File: src/rtl/uart_pkg.sv
// Shared UART definitions: default frame width, parity encodings and oversampling rate.
package uart_pkg;
  localparam int DATA_WD           = 8;
  localparam int OVERSAMPLING_RATE = 16;

  typedef enum logic [1:0] {
    PAR_NONE = 2'd0,
    PAR_ODD  = 2'd1,
    PAR_EVEN = 2'd2
  } parity_e;
endpackage

File: src/rtl/uart_fifo_mem.sv
// Dual-port register array: synchronous write, registered read. Contents are never reset.
import uart_pkg::*;

module uart_fifo_mem #(
  parameter  int data_wd = DATA_WD,
  parameter  int depth   = 16,
  localparam int AW      = $clog2(depth)
) (
  input  logic               clk,
  input  logic               rst,
  input  logic               we,
  input  logic [AW-1:0]      waddr,
  input  logic [data_wd-1:0] wdata,
  input  logic               re,
  input  logic [AW-1:0]      raddr,
  output logic [data_wd-1:0] rdata
);
  logic [data_wd-1:0] mem [depth];

  always_ff @(posedge clk)
    if (we) mem[waddr] <= wdata;

  always_ff @(posedge clk)
    if (rst)     rdata <= '0;
    else if (re) rdata <= mem[raddr];
endmodule

File: src/rtl/uart_rx_fifo.sv
// Receive buffer behind the UART receiver: pushes good frames, pops on request, counts
// receiver error events and holds off rx_start while no slot is free.
import uart_pkg::*;

module uart_rx_fifo #(
  parameter  int data_wd    = DATA_WD,
  parameter  int depth      = 16,
  parameter  int err_cnt_wd = 8,
  localparam int AW         = $clog2(depth),
  localparam int CW         = AW + 1
) (
  input  logic                  clk,
  input  logic                  rst,
  input  logic                  rx_enable,
  input  logic                  rx_done,
  input  logic [data_wd-1:0]    rx_data,
  input  logic                  parity_error_flag,
  input  logic                  framing_error_flag,
  output logic                  rx_start,
  input  logic                  rd_en,
  output logic [data_wd-1:0]    rd_data,
  output logic                  rd_valid,
  output logic                  empty,
  output logic                  full,
  output logic [CW-1:0]         count,
  output logic                  overflow,
  input  logic                  clr_status,
  output logic [err_cnt_wd-1:0] parity_err_cnt,
  output logic [err_cnt_wd-1:0] framing_err_cnt
);
  logic [AW-1:0] wr_ptr, rd_ptr;
  logic [CW-1:0] count_q, count_next;
  logic          rx_done_q, pe_q, fe_q;
  logic          push_req, push, pop, drop, pe_rise, fe_rise;

  assign empty = (count_q == '0);
  assign full  = (count_q == CW'(depth));
  assign count = count_q;

  // A frame flagged as errored is never buffered, even if rx_done pulses with it.
  assign push_req = rx_done & ~rx_done_q & ~parity_error_flag & ~framing_error_flag;
  assign pop      = rd_en & ~empty;
  assign push     = push_req & (~full | pop);
  assign drop     = push_req & full & ~pop;
  assign pe_rise  = parity_error_flag & ~pe_q;
  assign fe_rise  = framing_error_flag & ~fe_q;

  assign count_next = count_q + CW'(push) - CW'(pop);

  uart_fifo_mem #(.data_wd(data_wd), .depth(depth)) u_mem (
    .clk  (clk),
    .rst  (rst),
    .we   (push & ~rst),
    .waddr(wr_ptr),
    .wdata(rx_data),
    .re   (pop),
    .raddr(rd_ptr),
    .rdata(rd_data)
  );

  always_ff @(posedge clk) begin
    if (rst) begin
      wr_ptr    <= '0;
      rd_ptr    <= '0;
      count_q   <= '0;
      rd_valid  <= 1'b0;
      rx_start  <= 1'b0;
      rx_done_q <= 1'b0;
      pe_q      <= 1'b0;
      fe_q      <= 1'b0;
    end else begin
      if (push) wr_ptr <= wr_ptr + 1'b1;
      if (pop)  rd_ptr <= rd_ptr + 1'b1;
      count_q   <= count_next;
      rd_valid  <= pop;
      rx_start  <= rx_enable & (count_next < CW'(depth)) & ~rx_done;
      rx_done_q <= rx_done;
      pe_q      <= parity_error_flag;
      fe_q      <= framing_error_flag;
    end
  end

  // Status: clear beats any event arriving in the same cycle; counters stick at all-ones.
  always_ff @(posedge clk) begin
    if (rst || clr_status) begin
      overflow        <= 1'b0;
      parity_err_cnt  <= '0;
      framing_err_cnt <= '0;
    end else begin
      if (drop) overflow <= 1'b1;
      if (pe_rise && parity_err_cnt != '1)  parity_err_cnt  <= parity_err_cnt + 1'b1;
      if (fe_rise && framing_err_cnt != '1) framing_err_cnt <= framing_err_cnt + 1'b1;
    end
  end
endmodule

File: config.mk
export PLATFORM = sky130hd
export DESIGN_NAME = uart_rx_fifo
export DESIGN_NICKNAME = d
export VERILOG_FILES = /design/src/rtl/uart_pkg.sv /design/src/rtl/uart_fifo_mem.sv /design/src/rtl/uart_rx_fifo.sv
export SDC_FILE = /design/constraint.sdc
export NUM_CORES = 1
export LEC_CHECK = 0
export CAP_MARGIN = 20
export CORE_MARGIN = 5
export CORE_UTILIZATION = 30
export CTS_CLUSTER_DIAMETER = 50
export DETAILED_ROUTE_END_ITERATION = 12
export GPL_TIMING_DRIVEN = 0
export PLACE_DENSITY_LB_ADDON = 0.1
export SLEW_MARGIN = 20
export SYNTH_ARGS = -nofsm -noshare
export SYNTH_HDL_FRONTEND = slang
export SYNTH_SLANG_ARGS = --single-unit
export TNS_END_PERCENT = 30
File: constraint.sdc
create_clock -name clk -period 3.7 [get_ports clk]
set_input_delay 0.37 -clock clk [delete_from_list [all_inputs] [get_ports clk]]
set_output_delay 0.37 -clock clk [all_outputs]
set_load 0.1 [all_outputs]
==> reports/qor.txt, run 1 <==
Distinct cells, synth = 46
Core area = 22700 um^2
Mapped Area = 6920 um^2
Share of layout cells above drive strength 1 = 0.168
YS warnings = 0
CTS hold repair buffers = 0
Setup_tns = 0 ns
Max_cap viols = 0
P&R area growth vs syn = 21.6%
Seq/Total Area, Yosys = 0.680
CP max stage delay = 1.14 ns
Final Cell Area = 8420 um^2
Die W = 162 um
Final cell count without fillers = 798
Drt drc = 0
Num CTS Buffers = 17
Worst setup SP type = flip-flop
Largest net degree at the start of global routing = 18
Syn avg cell area = 16.1 um^2
Hold_ws = 0.396 ns
Nets = 529
GPL Wtd Cong = 0.749
Max Slew Vio Count = 0
Period utilisation layout = 0.868
Count of final hold-check violations = 0
EDFF count, synth = 128
CP Data Arrival Time = 2.84 ns
Via Count = 3924
Required @ worst endpoint = 3.33 ns
Postcts setup bufs = 0
Gate Count Post-Synth = 429
DP Wirelength = 10700 um
Die area = 26200 um^2
Tot GR Track Use = 0.128
Max-slew headroom = 0.318
CP Class = reg -> out
CTS tree = done
Post-cts sizing count = 0
First-pass GRT wire length = 24900 um
CTS root buf = clkbuf_16
Skew final = 0.0106 ns
Placed inst area = 7810 um^2
Vias in the first global route = 4051
HP Class = in -> reg
H-Tree Depth = 4
CP max FO = 6
DR iter-0 viols = 219
Crit. End Element = output port
Drt total wl = 16000 um
Max Fclk = 0.311 GHz
Cell Rows = 55
Port-buffer cells = 48
Syn Nets = 458
Crit-path cells = inv_1 -> ha_1 -> or4b_1 -> buf_2 -> inv_1 -> clkdlybuf4s50_1
Dpl cells = 766
Post-synth ARST share = 0
Diodes inserted = 0
Yosys reg bits = 171
Clock Sinks = 171
RSZ-0062 raised after global routing = false
P_leak = 2.71 nW
Worst slew pin tran = 1.02 ns
CP max stage cell = clkdlybuf4s50_1
VDD IR max = 0.000298 V
Initial antenna violation count = 0
Final setup fails = 0
Worst path most repeated cell = inv_1
Antenna viol nets, final = 0
Status = finished, final reports clean
I/O pin cnt = 50
GR Overflow Total = 0
CP Buf/Inv Count = 4
Delay-heaviest family, CP = buffers and inverters
Ys flop type = edfxtp_1
Routed vias/inst = 4.92
Initial Utilization = 0.305
Die Ht = 162 um
Worst-path clk slew = 0.07 ns
TritonRoute pass-1 iters = 5
Worst skew pair latency = 0.43 ns
Routed length per instance = 20.0 um
Min Tclk post-route = 3.21 ns
CTS max path bufs = 2
Cell Pwr Density = 633 nW/um^2
==> final cells by class <==
| class | instances | area [um^2] |
|---|---|---|
| clock buffer | 17 | 425 |
| timing repair buffer | 52 | 510 |
| buffer | 21 | 106 |
| multi-input combinational | 225 | 2090 |
| clock inverter | 15 | 181 |
| tap | 285 | 357 |
| inverter | 12 | 45.0 |
| fill | 2125 | 14300 |
| sequential | 171 | 4700 |
==> cell usage after synthesis, types with 9 or more instances <==
cell type | number | area [um^2]
clkbuf_1 | 9 | 33.8
dfxtp_1 | 43 | 861
edfxtp_1 | 128 | 3840
ha_1 | 12 | 150
inv_1 | 12 | 45.0
mux2i_1 | 19 | 190
mux4_2 | 32 | 721
nand2_1 | 11 | 41.3
nand3_1 | 12 | 60.1
nor2_1 | 38 | 143
==> placed cells by master, fill, tap and decap left out, types with 3 or more instances in the layout <==
master,instances
o221ai_1,8
nor3_2,4
nand4_1,3
clkbuf_16,17
nand3_1,12
a31oi_1,5
clkbuf_1,9
nand2_1,11
ha_1,12
nor2b_1,6
xnor2_1,8
inv_1,12
nand3b_1,8
nand2b_1,4
dfxtp_1,43
mux4_2,32
clkinv_4,3
mux2i_1,19
clkdlybuf4s50_1,48
xor2_1,8
inv_8,4
buf_4,10
nor2_1,37
or3_1,3
o211ai_1,3
edfxtp_1,128
a211oi_1,3
a21oi_1,7
o21ai_0,8
buf_2,4
==> sequential cells by signal (all words and copies together), names as in the netlist <==
name / cells
count: 5
fe_q: 1
framing_err_cnt: 8
overflow: 1
parity_err_cnt: 8
pe_q: 1
rd_ptr: 4
rd_valid: 1
rx_done_q: 1
rx_start: 1
u_mem.mem: 128
u_mem.rdata: 8
wr_ptr: 4
==> layer usage <==
| metal | wire length [um] | share of wire | GRT usage | up-vias |
|---|---|---|---|---|
| met4 | 110 | 0.0069 | 0.0346 | 0 |
| met1 | 7500 | 0.47 | 0.176 | 2015 |
| li1 | - | - | - | 1807 |
| met3 | 834 | 0.052 | 0.0335 | 7 |
| met2 | 7540 | 0.47 | 0.204 | 95 |
| met5 | 0 | 0 | 0 | - |
==> path summary, 6_finish.rpt <==
check,startpoint,cells after the start,end,slack [ns]
worst max-delay path,count[2],6,empty,0.49
worst min-delay path,rd_en,3,rd_ptr[1],0.40
worst max register to register,count[2],14,count[4],0.81
worst min register to register,overflow,2,overflow,0.48
==> cell families after synthesis <==
group / share of synthesized area
mux: 0.132
fa+ha+maj: 0.0246
simple gates: 0.0810
flops: 0.680
compound gates: 0.0410
xor+xnor: 0.0202
buf+inv: 0.0219
==> per-stage QoR <==
step	setup slack, ns	utilization	power, mW
6_report	0.487	0.371	5.33
5_1_grt	0.343	0.371	5.56
4_1_cts	0.446	0.371	5.39
3_5_place_dp	0.298	0.344	3.55
3_3_place_gp	0.0698	0.342	3.54
2_1_floorplan	0.00189	-	3.20
==> worst register-to-register path: cells and delay by family, from the launching register on <==
family          cells  cell delay, ns
simple gates        4            0.81
fa+ha+maj           3            0.75
compound gates      3            0.47
buf+inv             4            0.43
flops               1            0.33
==> power breakdown <==
part | leakage [nW] | internal, mW | total, mW | switching [mW]
logic | 0.916 | 0.431 | 1.31 | 0.876
registers | 1.50 | 2.12 | 2.18 | 0.0565
clock network | 0.296 | 1.02 | 1.84 | 0.818
total | 2.71 | 3.58 | 5.33 | 1.75
Note: power is estimated with default switching activity, not from simulation.
==> run 2, diff against run 1 <==
==> constraint.sdc (replaced) <==
create_clock -name clk -period 3.5 [get_ports clk]
set_input_delay 0.35 -clock clk [delete_from_list [all_inputs] [get_ports clk]]
set_output_delay 0.35 -clock clk [all_outputs]
set_load 0.1 [all_outputs]
==> run 2 against run 1 <==
Core utilization hardly changed. Cell count stayed put. Clock power is 5% higher. Count of clock-buffer cells in the layout stayed put. First-iteration DRC count is 19% higher.
==> reports/qor.txt, run 2 (same netlist as run 1, synthesis figures left out) <==
Most used routing layer = met2
Max reg flops = 128 (unchanged)
Critical path depth = 6 (unchanged)
Vias in the first global route = 4033 (-0.44%)
Period utilisation layout = 0.917
Worst setup SP type = flip-flop
P_leak = 2.71 nW (-0.27%)
First-pass GRT wire length = 24900 um (-0.14%)
Status = finished, final reports clean
Crit. End Element = output port
Delay-heaviest family, CP = buffers and inverters
TritonRoute pass-1 iters = 4 (-1)
Nets = 529 (unchanged)
Final cell count without fillers = 798 (unchanged)
Drt total wl = 16000 um (+0.22%)
CP Data Arrival Time = 2.86 ns (+0.02 ns)
Hold path cells = 3 (unchanged)
Share of layout cells above drive strength 1 = 0.172 (+0.00390)
Worst-path clk slew = 0.07 ns (about the same)
CTS max path bufs = 2 (unchanged)
Hold_ws = 0.421 ns (+0.0251 ns)
CP Buf/Inv Count = 4 (unchanged)
CTS root buf = clkbuf_16
Final Cell Area = 8420 um^2 (about the same)
Diodes inserted = 0 (unchanged)
Max Fclk = 0.311 GHz
Pwr Total = 5.64 mW (+5.8%)
Routed length per instance = 20.1 um (+0.22%)
Via Count = 3878 (-1.2%)
Worst slew pin tran = 1.10 ns (+0.0779 ns)
I/O pin cnt = 50 (unchanged)
Initial antenna violation count = 0 (unchanged)
Port-buffer cells = 48 (unchanged)
RSZ-0062 raised after global routing = false
Die Ht = 162 um (unchanged)
Count of final hold-check violations = 0 (unchanged)
Min Tclk post-route = 3.21 ns
Clock Sinks = 171 (unchanged)
Max-slew headroom = 0.264 (-0.0546)
VDD IR max = 0.000381 V (+28%)
Required @ worst endpoint = 3.15 ns (-0.18 ns)
Antenna viol nets, final = 0 (unchanged)
Cell Pwr Density = 669 nW/um^2 (+5.8%)
Dpl cells = 766 (unchanged)
Commonest cells after routing, fill and taps aside = 128 x edfxtp_1, 48 x clkdlybuf4s50_1, 41 x dfxtp_1
Post-cts sizing count = 0 (unchanged)
GPL Wtd Cong = 0.784 (+4.8%)
Tot GR Track Use = 0.128 (-0.000813)
Crit-path cells = inv_1 -> ha_1 -> or4b_1 -> buf_2 -> clkinvlp_4 -> clkdlybuf4s50_1
Met3 Use GR = 0.0307 (-0.00279)
CP max stage cell = clkdlybuf4s50_1
H-Tree Depth = 4 (unchanged)
CP Class = reg -> out
Commonest non-fill, non-tap cell in the layout = edfxtp_1
CP max FO = 6 (unchanged)
Die area = 26200 um^2 (unchanged)
Postcts setup bufs = 0 (unchanged)
Cell Rows = 55 (unchanged)
Worst skew pair latency = 0.43 ns (about the same)
Drt drc = 0 (unchanged)
Initial Utilization = 0.305 (unchanged)
Num CTS Buffers = 17 (unchanged)
Max_cap viols = 0 (unchanged)
CP max stage delay = 1.13 ns (about the same)
HP Class = in -> reg
Placed inst area = 7820 um^2 (about the same)
Die W = 162 um (unchanged)
CTS hold repair buffers = 0 (unchanged)
Skew final = 0.0152 ns (+0.00457 ns)
GR Util met2 = 0.210 (+0.00628)
Cells on worst reg2reg path = 14 (unchanged)
Max Slew Vio Count = 0 (unchanged)
Routed vias/inst = 4.86 (-1.2%)
GR Overflow Total = 0 (unchanged)
Largest net degree at the start of global routing = 18 (unchanged)
Core area = 22700 um^2 (unchanged)
Final setup fails = 0 (unchanged)
Largest Register = u_mem.mem
P&R area growth vs syn = 21.7% (about the same)
DP Wirelength = 10800 um (+1.0%)
DR iter-0 viols = 260 (+19%)
CTS tree = done
M1 GR Usage = 0.168 (-0.00715)
## run 2: changes by cell type in the layout (fill, tap and decap cells not counted)
| cell | delta |
|---|---|
| dfxtp_1 | -2 |
| dfxtp_2 | +2 |
| inv_6 | +2 |
| inv_8 | -2 |
| clkinv_4 | -1 |
| clkinv_8 | +1 |
| clkinvlp_4 | +1 |
| inv_1 | -1 |
| nor2_1 | +1 |
| nor2_2 | -1 |
## run 2: routing by layer
metal	wire length, um	share of wire
met1	7190	0.45
met2	7770	0.49
met3	880	0.055
met4	174	0.011
met5	0	0
## run 2: path summary, 6_finish.rpt
path	startpoint	slack [ns]	endpoint
min	rd_en	0.42	rd_ptr[1]
min reg2reg	overflow	0.48	overflow
max	count[3]	0.29	empty
max reg2reg	count[3]	0.61	count[4]
## run 2: worst register-to-register path: stages, from the launching register on
cell        delay [ns]
dfxtp_2           0.34
inv_1             0.07
ha_1              0.17
or4b_1            0.44
buf_2             0.20
clkinvlp_4        0.09
nor2_1            0.03
o21ai_0           0.16
ha_1              0.20
inv_1             0.06
fa_1              0.39
nand2b_1          0.16
a21oi_1           0.19
o21ai_0           0.12
and3b_1           0.17
## run 2: layout make-up
class,instances,area [um^2]
Tap cell,285,357
Fill cell,2156,14300
Timing Repair Buffer,52,510
Sequential cell,171,4710
Buffer,21,106
Inverter,12,48.8
Multi-Input combinational cell,225,2090
Clock buffer,17,425
Clock inverter,15,184
## run 2: report_power, final
| part | switching [mW] | internal (mW) | total, mW |
|---|---|---|---|
| logic | 0.932 | 0.458 | 1.39 |
| clock network | 0.861 | 1.08 | 1.94 |
| registers | 0.0598 | 2.25 | 2.31 |
## run 2: per-stage QoR
| step | setup TNS [ns] | utilization | setup slack (ns) |
|---|---|---|---|
| after floorplan | 0 | - | 0.139 |
| after global placement | -3.65 | 0.342 | -0.128 |
| after detailed placement | 0 | 0.344 | 0.0987 |
| after CTS | 0 | 0.371 | 0.252 |
| after global routing | 0 | 0.371 | 0.120 |
| final | 0 | 0.371 | 0.289 |
